## src/rtl/level_sensor_conditioner.sv

```systemverilog
// rtl/level_sensor_conditioner.sv - synchronizes, debounces and plausibility-checks tank level switches
module level_sensor_conditioner #(
    parameter int DEBOUNCE_CYCLES = 4,
    parameter int FAULT_CYCLES    = 8
) (
    input  logic clock,
    input  logic reset,
    input  logic raw_s,
    input  logic raw_i,
    input  logic fault_clr,
    output logic s_out,
    output logic i_out,
    output logic valid,
    output logic fault
);

    localparam int DB_W         = (DEBOUNCE_CYCLES > 1) ? $clog2(DEBOUNCE_CYCLES) : 1;
    localparam int FC_W         = (FAULT_CYCLES > 1) ? $clog2(FAULT_CYCLES) : 1;
    localparam int START_CYCLES = 2 + DEBOUNCE_CYCLES;
    localparam int ST_W         = $clog2(START_CYCLES + 1);

    localparam logic [DB_W-1:0] DB_LAST = DB_W'(DEBOUNCE_CYCLES - 1);
    localparam logic [FC_W-1:0] FC_LAST = FC_W'(FAULT_CYCLES - 1);
    localparam logic [ST_W-1:0] ST_LAST = ST_W'(START_CYCLES);

    typedef enum logic [1:0] {
        INIT  = 2'd0,
        RUN   = 2'd1,
        FAULT = 2'd2
    } state_t;

    // Channel bit 1 is the upper switch (s), bit 0 the lower switch (i).
    logic [1:0]      raw_vec;
    logic [1:0]      sync_a;
    logic [1:0]      sync_b;
    logic [1:0]      db;
    logic [DB_W-1:0] db_cnt [2];

    state_t          state_q;
    state_t          state_d;
    logic [ST_W-1:0] start_cnt;
    logic [ST_W-1:0] start_cnt_d;
    logic [FC_W-1:0] fault_cnt;
    logic [FC_W-1:0] fault_cnt_d;
    logic            implausible;

    assign raw_vec     = {raw_s, raw_i};
    assign implausible = db[1] & ~db[0];

    always_ff @(posedge clock) begin
        if (reset) begin
            sync_a    <= '0;
            sync_b    <= '0;
            db        <= '0;
            db_cnt[0] <= '0;
            db_cnt[1] <= '0;
        end else begin
            sync_a <= raw_vec;
            sync_b <= sync_a;
            for (int ch = 0; ch < 2; ch++) begin
                if (sync_b[ch] == db[ch]) begin
                    db_cnt[ch] <= '0;
                end else if (db_cnt[ch] == DB_LAST) begin
                    db[ch]     <= sync_b[ch];
                    db_cnt[ch] <= '0;
                end else begin
                    db_cnt[ch] <= db_cnt[ch] + 1'b1;
                end
            end
        end
    end

    always_ff @(posedge clock) begin
        if (reset) begin
            state_q   <= INIT;
            start_cnt <= '0;
            fault_cnt <= '0;
        end else begin
            state_q   <= state_d;
            start_cnt <= start_cnt_d;
            fault_cnt <= fault_cnt_d;
        end
    end

    always_comb begin
        state_d     = state_q;
        start_cnt_d = start_cnt;
        fault_cnt_d = '0;
        s_out       = 1'b0;
        i_out       = 1'b0;
        valid       = 1'b0;
        fault       = 1'b0;
        case (state_q)
            INIT: begin
                // Hold off until the synchronizers and debouncers have settled.
                if (start_cnt == ST_LAST) begin
                    state_d = RUN;
                end else begin
                    start_cnt_d = start_cnt + 1'b1;
                end
            end
            RUN: begin
                s_out = db[1];
                i_out = db[0];
                valid = 1'b1;
                if (implausible) begin
                    if (fault_cnt == FC_LAST) begin
                        state_d = FAULT;
                    end else begin
                        fault_cnt_d = fault_cnt + 1'b1;
                    end
                end
            end
            FAULT: begin
                // Report a full tank so the pump fsm stops the pumps.
                fault = 1'b1;
                s_out = 1'b1;
                i_out = 1'b1;
                if (fault_clr && !implausible) begin
                    state_d = RUN;
                end
            end
            default: begin
                state_d = INIT;
            end
        endcase
    end

endmodule
```

## config.mk

```make
export PLATFORM = sky130hd
export DESIGN_NAME = level_sensor_conditioner
export DESIGN_NICKNAME = d
export VERILOG_FILES = /design/src/rtl/level_sensor_conditioner.sv
export SDC_FILE = /design/constraint.sdc
export NUM_CORES = 1
export LEC_CHECK = 0
export ABC_AREA = 1
export CORE_UTILIZATION = 45
export DETAILED_ROUTE_END_ITERATION = 8
export PLACE_DENSITY = 0.64
export SYNTH_ARGS = -nofsm -noshare
export SYNTH_HDL_FRONTEND = slang
export SYNTH_SLANG_ARGS = --single-unit
```

## constraint.sdc

```tcl
create_clock -name clock -period 1.2 [get_ports clock]
set_input_delay 0.3 -clock clock [delete_from_list [all_inputs] [get_ports clock]]
set_output_delay 0.3 -clock clock [all_outputs]
set_load 0.05 [all_outputs]
```

==> reports/qor.csv, run 1 <==
metric;value;unit
status;finished, violations left;
failing checks;setup timing;
Yosys cell types;19;
n_diodes;0;
Syn. warnings;0;
TritonCTS Buffers;3;
first-pass GRT wire length;2440;um
Final Util;0.755;
num ports;9;
RSZ-0062 raised after global routing;true;
initial antenna violation count;0;
met2 wire len;747;um
First DRT Iteration DRCs;16;
master of the slowest instance on the critical path;dfxtp_4;
FF-to-FF path depth;9;
Worst path max stage delay;0.38;ns
Worst Setup End Kind;primary output;
hold path cells;2;
CP Cell Sequence;inv_4 > buf_6 > ha_4 > inv_4 > a21oi_4 > buf_12;
min cycle time layout;1.61;ns
Setup CP Type;register to primary output;
clock sinks;18;
routed vias/inst;4.48;
routed length per instance;9.27;um
clk slew on worst S/H paths;0.10;ns
Post-Route Skew;0.00190;ns
Root Buffer;clkbuf_4;
post-synthesis sequential area ratio;0.460;
Layout area overhead;53.0;%
DRC errors left;0;
CP most frequent cell;inv_4;
vias in the first global route;654;
met3 WL;37;um
GPL Wtd Cong;0.772;
CP max FO;3;
Setup WS pre-CTS;-0.164;ns
final setup violation count;6;
leading cell types in the layout, fill and taps excluded;nor2_1, inv_1, buf_4;
Hold-fix buffers, CTS;0;
Final Hold Violating Endpoints;0;
GRT Total Usage;0.171;
commonest non-fill, non-tap cell in the layout;nor2_1;
Row Count;15;
Chip Width;46.0;um
total die area;0.00212;mm^2
Post-Route Setup TNS;-1.81;ns
clk buf depth;2;
vias;722;
Leakage Power;0.600;nW
startpoint types;register;
placed inst area;0.00120;mm^2
final net count;152;
GRT overflow;0;
Initial Utilization;0.494;
Max-cap violations;0;
Worst-Skew Late Latency;0.30;ns
CTS H-Tree Depth;1;
CP arrival;1.31;ns
Synth Instances;104;
Power Total;2.78;mW
M1 wire length;659;um
highest metal used;met4;
PnR worst setup slack;-0.411;ns
PD cells;2090;mW/mm^2
CTS tree;done;
Post-DP HPWL;1140;um
Yosys reg bits;18;
1st-pass router iterations;4;
Detail Route Antenna Nets;0;
Die Y-Extent;46.0;um
fillers;141;
Post-Layout Cell Count;161;
port buffer count;8;
Routed WL;1490;um
largest net degree at the start of global routing;11;
mapped cell area;871;um^2
Finished Cell Area;0.00133;mm^2
crit share post-route;1.34;
worst vdd rail ir drop;1550;uV
Worst EP required;0.90;ns
Avg Cell Area, Syn;8.37;um^2
Max Fclk;0.621;GHz
share of layout cells above drive strength 1;0.426;
HP Class;register to register;
flop2flop setup slack;-0.15;ns
area of the core;0.00176;mm^2
WHS;0.409;ns
max-slew violations;0;
Post-Place Cells;153;
==> cell usage after synthesis <==
cell type | count | share of area
nand2_2 | 3 | 0.022
inv_2 | 2 | 0.0086
nor2_4 | 1 | 0.013
clkinv_1 | 1 | 0.0043
nor2_2 | 2 | 0.014
conb_1 | 1 | 0.0043
nand2_1 | 11 | 0.047
a21oi_1 | 9 | 0.052
edfxtp_1 | 4 | 0.14
nand3_1 | 4 | 0.023
o211ai_1 | 1 | 0.0086
xor2_1 | 1 | 0.010
nand3_2 | 1 | 0.011
o21ai_0 | 4 | 0.023
o21bai_1 | 1 | 0.0086
nor2_1 | 16 | 0.069
ha_1 | 10 | 0.14
dfxtp_1 | 14 | 0.32
inv_1 | 18 | 0.078
==> final cells by class <==
class	count	area [um^2]	area share
multi-input cells	68	512	0.384
flip-flops and latches	18	408	0.306
repair buffers	25	267	0.200
inverters	21	88.8	0.0667
well taps	25	31.3	0.0235
clock buffers	3	22.5	0.0169
clock inverters	1	3.75	0.00282
==> cell families after synthesis <==
group	after synthesis	share of synthesized area
AO/OA/AOI/OAI	15	0.0920
AND/OR/NAND/NOR	38	0.200
other	1	0.00431
XOR/XNOR	1	0.0101
buffers and inverters	21	0.0905
adder cells (fa/ha/maj)	10	0.144
flip-flops	18	0.460
==> what timing repair did <==
item	4_1_cts	5_1_grt
pin swaps	11	7
resized for setup	18	10
setup endpoints to repair	7	12
setup buffers	3	1
==> sequential cells by signal (all words and copies together), names as in the netlist <==
name / count
db_cnt: 4
fault_cnt: 3
start_cnt: 3
db: 2
state_q: 2
sync_a: 2
sync_b: 2
==> worst paths after layout <==
path / startpoint / to
worst max-delay path: state_q[0] / s_out
worst min-delay path: sync_a[1] / sync_b[1]
worst max register to register: state_q[0] / state_q[0]
worst min register to register: sync_a[1] / sync_b[1]
==> critical path: cells and delay by family, from the launching register on <==
family                   cells  cell delay (ns)
buffers and inverters        4             0.35
flip-flops                   1             0.38
AO/OA/AOI/OAI                1             0.14
adder cells (fa/ha/maj)      1             0.15
==> layer usage <==
metal / global-route usage / up-vias
met5: 0 / -
met4: 0.124 / 0
met3: 0.0357 / 6
met2: 0.293 / 9
met1: 0.183 / 316
li1: - / 391
==> where the power goes <==
part / internal [mW] / switching [mW] / total [mW]
clock network: 0.121 / 0.192 / 0.313
registers: 0.719 / 0.0717 / 0.790
logic: 0.849 / 0.830 / 1.68
Note: power is estimated with default switching activity, not from simulation.
==> run 2, diff against run 1 <==
- SKIP_CTS_REPAIR_TIMING: unset -> 1
==> run 2 against run 1 <==
The flow still finishes with violations (setup timing). Critical path depth unchanged. Via count down 0.69%. Non-clock buffer count down 1. Critical endpoint unchanged. Largest power group unchanged. Highest routed layer unchanged.
==> reports/qor.csv, run 2 (synthesis gave the netlist of run 1 again) <==
metric;value;unit;change
status;finished, violations left;;unchanged
failing checks;setup timing;;unchanged
Die Y-Extent;46.0;um;unchanged
Post-Layout Cell Count;160;;was 161
vias in the first global route;632;;was 654
port buffer count;8;;unchanged
Setup CP Type;register to primary output;;unchanged
Routed WL;1610;um;was 1490 um
Leakage Power;0.597;nW;was 0.600 nW
startpoint types;register;;unchanged
Max-cap violations;0;;unchanged
Row Count;15;;unchanged
CP max FO;3;;unchanged
vias;717;;was 722
RSZ-0062 raised after global routing;true;;unchanged
Max Fclk;0.608;GHz;was 0.621 GHz
initial antenna violation count;0;;unchanged
num ports;9;;unchanged
GRT Total Usage;0.164;;was 0.171
CP arrival;1.35;ns;was 1.31 ns
leading cell types in the layout, fill and taps excluded;nor2_1, inv_1, buf_4;;unchanged
area of the core;0.00176;mm^2;unchanged
1st-pass router iterations;4;;unchanged
final net count;151;;was 152
commonest non-fill, non-tap cell in the layout;nor2_1;;unchanged
Worst EP required;0.90;ns;about the same
HP Class;register to register;;unchanged
min cycle time layout;1.65;ns;was 1.61 ns
Post-Route Setup TNS;-1.76;ns;was -1.81 ns
FF-to-FF path depth;8;;was 9
clk buf depth;2;;unchanged
total die area;0.00212;mm^2;unchanged
Final Hold Violating Endpoints;0;;unchanged
CTS H-Tree Depth;1;;unchanged
flop2flop setup slack;-0.11;ns;was -0.15 ns
DRC errors left;0;;unchanged
crit share post-route;1.37;;was 1.34
biggest regs;db_cnt x4, fault_cnt x3, start_cnt x3;;unchanged
GRT overflow;0;;unchanged
worst vdd rail ir drop;1360;uV;was 1550 uV
Worst Setup End Kind;primary output;;unchanged
GPL Wtd Cong;0.772;;unchanged
RR Endpoint;state_q[0];;unchanged
first-pass GRT wire length;2310;um;was 2440 um
clock sinks;18;;unchanged
final setup violation count;6;;unchanged
Final Util;0.756;;was 0.755
First DRT Iteration DRCs;12;;was 16
clk slew on worst S/H paths;0.10;ns;about the same
Chip Width;46.0;um;unchanged
TritonCTS Buffers;3;;unchanged
Post-Route Skew;0.00566;ns;was 0.00190 ns
Crit. Startpoint;state_q[0];;unchanged
Initial Utilization;0.494;;unchanged
max-slew violations;0;;unchanged
Power Total;2.82;mW;was 2.78 mW
Worst-Skew Late Latency;0.30;ns;about the same
Setup WS pre-CTS;-0.164;ns;unchanged
CTS tree;done;;unchanged
routed vias/inst;4.48;;about the same
Post-Place Cells;153;;unchanged
Root Buffer;clkbuf_4;;unchanged
largest net degree at the start of global routing;11;;unchanged
routed length per instance;10.1;um;was 9.27 um
share of layout cells above drive strength 1;0.444;;was 0.426
Detail Route Antenna Nets;0;;unchanged
fillers;145;;was 141
Post-DP HPWL;1140;um;unchanged
n_diodes;0;;unchanged
PnR worst setup slack;-0.446;ns;was -0.411 ns
PD cells;2120;mW/mm^2;was 2090 mW/mm^2
Biggest register;db_cnt;;unchanged
reg2reg start;state_q[0];;unchanged
Layout area overhead;53.2;%;was 53.0%
crit path to;s_out;;unchanged
max reg flops;4;;unchanged
run 2: cell types whose count changed in the layout (fill, tap and decap cells not counted), sizes merged:
cell | before | now
buf | 21 | 20
run 2: how the worst min path moves through the flow:
stage | slack (ns) | cells after the start | end | from
final | 0.41 | 2 | sync_b[1] | sync_a[1]
after global routing | 0.42 | 1 | fault_cnt[0] | fault_cnt[0]
after CTS | 0.41 | 2 | sync_b[1] | sync_a[1]
after global placement | 0.39 | 2 | sync_b[1] | sync_a[1]
after floorplan | 0.37 | 1 | sync_a[0] | reset
after detailed placement | 0.40 | 2 | sync_b[1] | sync_a[1]
run 2: routing by layer:
metal	vias to the layer above	wire length, um	part of all wire	GRT usage
met5	-	0	0	0
met4	0	46	0.029	0.124
met3	5	37	0.023	0.0357
met2	8	809	0.50	0.279
met1	321	720	0.45	0.174
li1	383	-	-	-
run 2: area by class of cell:
| type | count | area (um^2) | area share |
|---|---|---|---|
| clock buffer | 3 | 22.5 | 0.0169 |
| multi-input combinational | 68 | 529 | 0.397 |
| tap | 25 | 31.3 | 0.0235 |
| clock inverter | 1 | 3.75 | 0.00281 |
| inverter | 21 | 83.8 | 0.0629 |
| timing repair buffer | 24 | 255 | 0.191 |
| sequential | 18 | 408 | 0.306 |
run 2: critical path, cell delays in order (launching register included):
cell and delay (ns):
dfxtp_4 0.38, inv_4 0.07, buf_6 0.10, ha_4 0.14, inv_4 0.05, a21oi_4 0.16
buf_12 0.15
run 2: report_power, final:
part           internal [mW]  switching (mW)
registers              0.719          0.0719
logic                  0.837           0.875
clock network          0.121           0.197
total                   1.68            1.14
run 2: per-stage QoR:
| step | instance area (um^2) | hold slack, ns |
|---|---|---|
| CTS | 1220 | 0.413 |
| finish | 1330 | 0.408 |
| detailed placement | 1200 | 0.399 |
| global placement | 1200 | 0.392 |
| global route | 1330 | 0.424 |
| floorplan | 947 | 0.371 |
==> run 3, diff against run 2 <==
- TNS_END_PERCENT: unset -> 20
==> run 3 against run 2 <==
The flow still finishes with violations (setup timing). Fmax is 0.38% higher. Sequential cell count did not move. Wire length is 3.8% lower. First-iteration DRC count down 33%. Critical path type unchanged. Critical endpoint unchanged.
==> reports/qor.csv, run 3 (synthesis gave the netlist of run 1 again) <==
metric;value;unit;change
commonest non-fill, non-tap cell in the layout;nor2_1;;unchanged
sequential share of power;0.306;;was 0.280
status;finished, violations left;;unchanged
Worst path max stage delay;0.38;ns;about the same
biggest regs;db_cnt x4, fault_cnt x3, start_cnt x3;;unchanged
crit share post-route;1.37;;about the same
Initial Utilization;0.494;;unchanged
Final Hold Violating Endpoints;0;;unchanged
CTS tree;done;;unchanged
Root Buffer;clkbuf_4;;unchanged
master of the slowest instance on the critical path;dfxtp_4;;unchanged
routed length per instance;9.94;um;was 10.1 um
Row Count;15;;unchanged
Logic pwr share;0.580;;was 0.607
clock share of power;0.115;;was 0.113
Int Power;1.55;mW;was 1.68 mW
crit path to;s_out;;unchanged
Routed WL;1550;um;was 1610 um
GPL Wtd Cong;0.752;;was 0.772
initial antenna violation count;0;;unchanged
Max-cap violations;0;;unchanged
First DRT Iteration DRCs;8;;was 12
RR Endpoint;state_q[1];;was state_q[0]
Max Fclk;0.610;GHz;was 0.608 GHz
reg2reg start;state_q[0];;unchanged
register area;408;um^2;unchanged
final setup violation count;6;;unchanged
Leakage Power;0.578;nW;was 0.597 nW
num ports;9;;unchanged
vias in the first global route;733;;was 632
Setup CP Type;register to primary output;;unchanged
GRT Total Usage;0.179;;was 0.164
1st-pass router iterations;4;;unchanged
Die Y-Extent;46.0;um;unchanged
Crit. Startpoint;state_q[0];;unchanged
HP Class;register to register;;unchanged
Biggest register;db_cnt;;unchanged
CP delay by family, top;flip-flops;;unchanged
CP arrival;1.34;ns;was 1.35 ns
CP Cell Sequence;inv_4 > buf_6 > ha_4 > inv_4 > a21oi_4 > buf_12;;unchanged
final net count;147;;was 151
Post-DP HPWL;1220;um;was 1140 um
fillers;162;;was 145
Power Total;2.59;mW;was 2.82 mW
placed inst area;0.00119;mm^2;was 0.00120 mm^2
area of the core;0.00176;mm^2;unchanged
max reg flops;4;;unchanged
Worst-Skew Late Latency;0.28;ns;was 0.30 ns
port buffer count;8;;unchanged
largest net degree at the start of global routing;11;;unchanged
Post-Route Skew;0.00169;ns;was 0.00566 ns
total die area;0.00212;mm^2;unchanged
Chip Width;46.0;um;unchanged
clk buf depth;2;;unchanged
share of layout cells above drive strength 1;0.366;;was 0.444
first-pass GRT wire length;2640;um;was 2310 um
Setup WS pre-CTS;-0.154;ns;was -0.164 ns
P_sw;1.04;mW;was 1.14 mW
PD cells;2050;mW/mm^2;was 2120 mW/mm^2
RSZ-0062 raised after global routing;true;;unchanged
n_diodes;0;;unchanged
Buf+Inv Stages, Crit Path;4;;unchanged
worst vdd rail ir drop;1100;uV;was 1360 uV
CP max FO;3;;unchanged
Worst Setup End Kind;primary output;;unchanged
switching share of power;0.403;;was 0.406
Detail Route Antenna Nets;0;;unchanged
FF-to-FF path depth;9;;was 8
Layout area overhead;44.7;%;was 53.2%
TritonCTS Buffers;3;;unchanged
CTS H-Tree Depth;1;;unchanged
leading cell types in the layout, fill and taps excluded;nor2_1, inv_1, buf_4;;unchanged
startpoint types;register;;unchanged
vias;722;;was 717
failing checks;setup timing;;unchanged
DRC errors left;0;;unchanged
max-slew violations;0;;unchanged
Worst EP required;0.90;ns;about the same
clock sinks;18;;unchanged
Finished Cell Area;0.00126;mm^2;was 0.00133 mm^2
CP most frequent cell;inv_4;;unchanged
routed vias/inst;4.63;;was 4.48
min cycle time layout;1.64;ns;was 1.65 ns
GRT overflow;0;;unchanged
PnR worst setup slack;-0.440;ns;was -0.446 ns
flop2flop setup slack;-0.08;ns;was -0.11 ns
clk slew on worst S/H paths;0.10;ns;about the same
Crit. path cell count;6;;unchanged
Multi-input gate area;497;um^2;was 529 um^2
-- run 3: area by class of cell --
| cell class | instances | share of cell area |
|---|---|---|
| Inverter | 21 | 0.0665 |
| Sequential cell | 18 | 0.324 |
| Timing Repair Buffer | 20 | 0.170 |
| Clock inverter | 1 | 0.00298 |
| Clock buffer | 3 | 0.0179 |
| Tap cell | 25 | 0.0248 |
| Multi-Input combinational cell | 68 | 0.394 |
-- run 3: power by group through the flow --
stage                     sequential (mW)  combinational [mW]  clock (mW)
final                               0.790                1.50       0.296
after global routing                0.800                1.64       0.333
after CTS                           0.774                1.36       0.312
after detailed placement            0.788                1.35           0
after global placement              0.783                1.33           0
after floorplan                     0.794               0.823           0
-- run 3: per-layer routing --
layer  global-route usage  wire length (um)  up-vias
met5                    0                 0        -
met4                0.106                12        0
met3               0.0357                50        2
met2                0.327               841       15
met1                0.185               647      328
li1                     -                 -      377
-- run 3: worst reg2reg max path: stages (launching register included) --
cell     delay, ns
dfxtp_4       0.39
inv_4         0.05
buf_6         0.11
ha_4          0.16
buf_4         0.14
nand2_4       0.07
inv_2         0.04
nor2_4        0.11
nor2_1        0.06
nor2_2        0.09
-- run 3: metrics by stage --
stage               setup TNS (ns)  std cells  hold slack, ns   util
finish                       -1.63        156           0.403  0.714
global route                 -1.93        156           0.419  0.714
CTS                          -1.85        156           0.411  0.689
detailed placement           -1.87        152           0.395  0.674
global placement             -1.67        152           0.392  0.674
floorplan                   -0.427        107           0.371      -
-- run 3: how the worst min path moves through the flow --
stage,from,to,cells after the start
2_1_floorplan,reset,sync_a[0],1
3_3_place_gp,sync_a[0],sync_b[0],2
3_5_place_dp,sync_a[1],sync_b[1],2
4_1_cts,sync_a[1],sync_b[1],2
5_1_grt,fault_cnt[0],fault_cnt[0],1
6_report,fault_cnt[0],fault_cnt[0],1
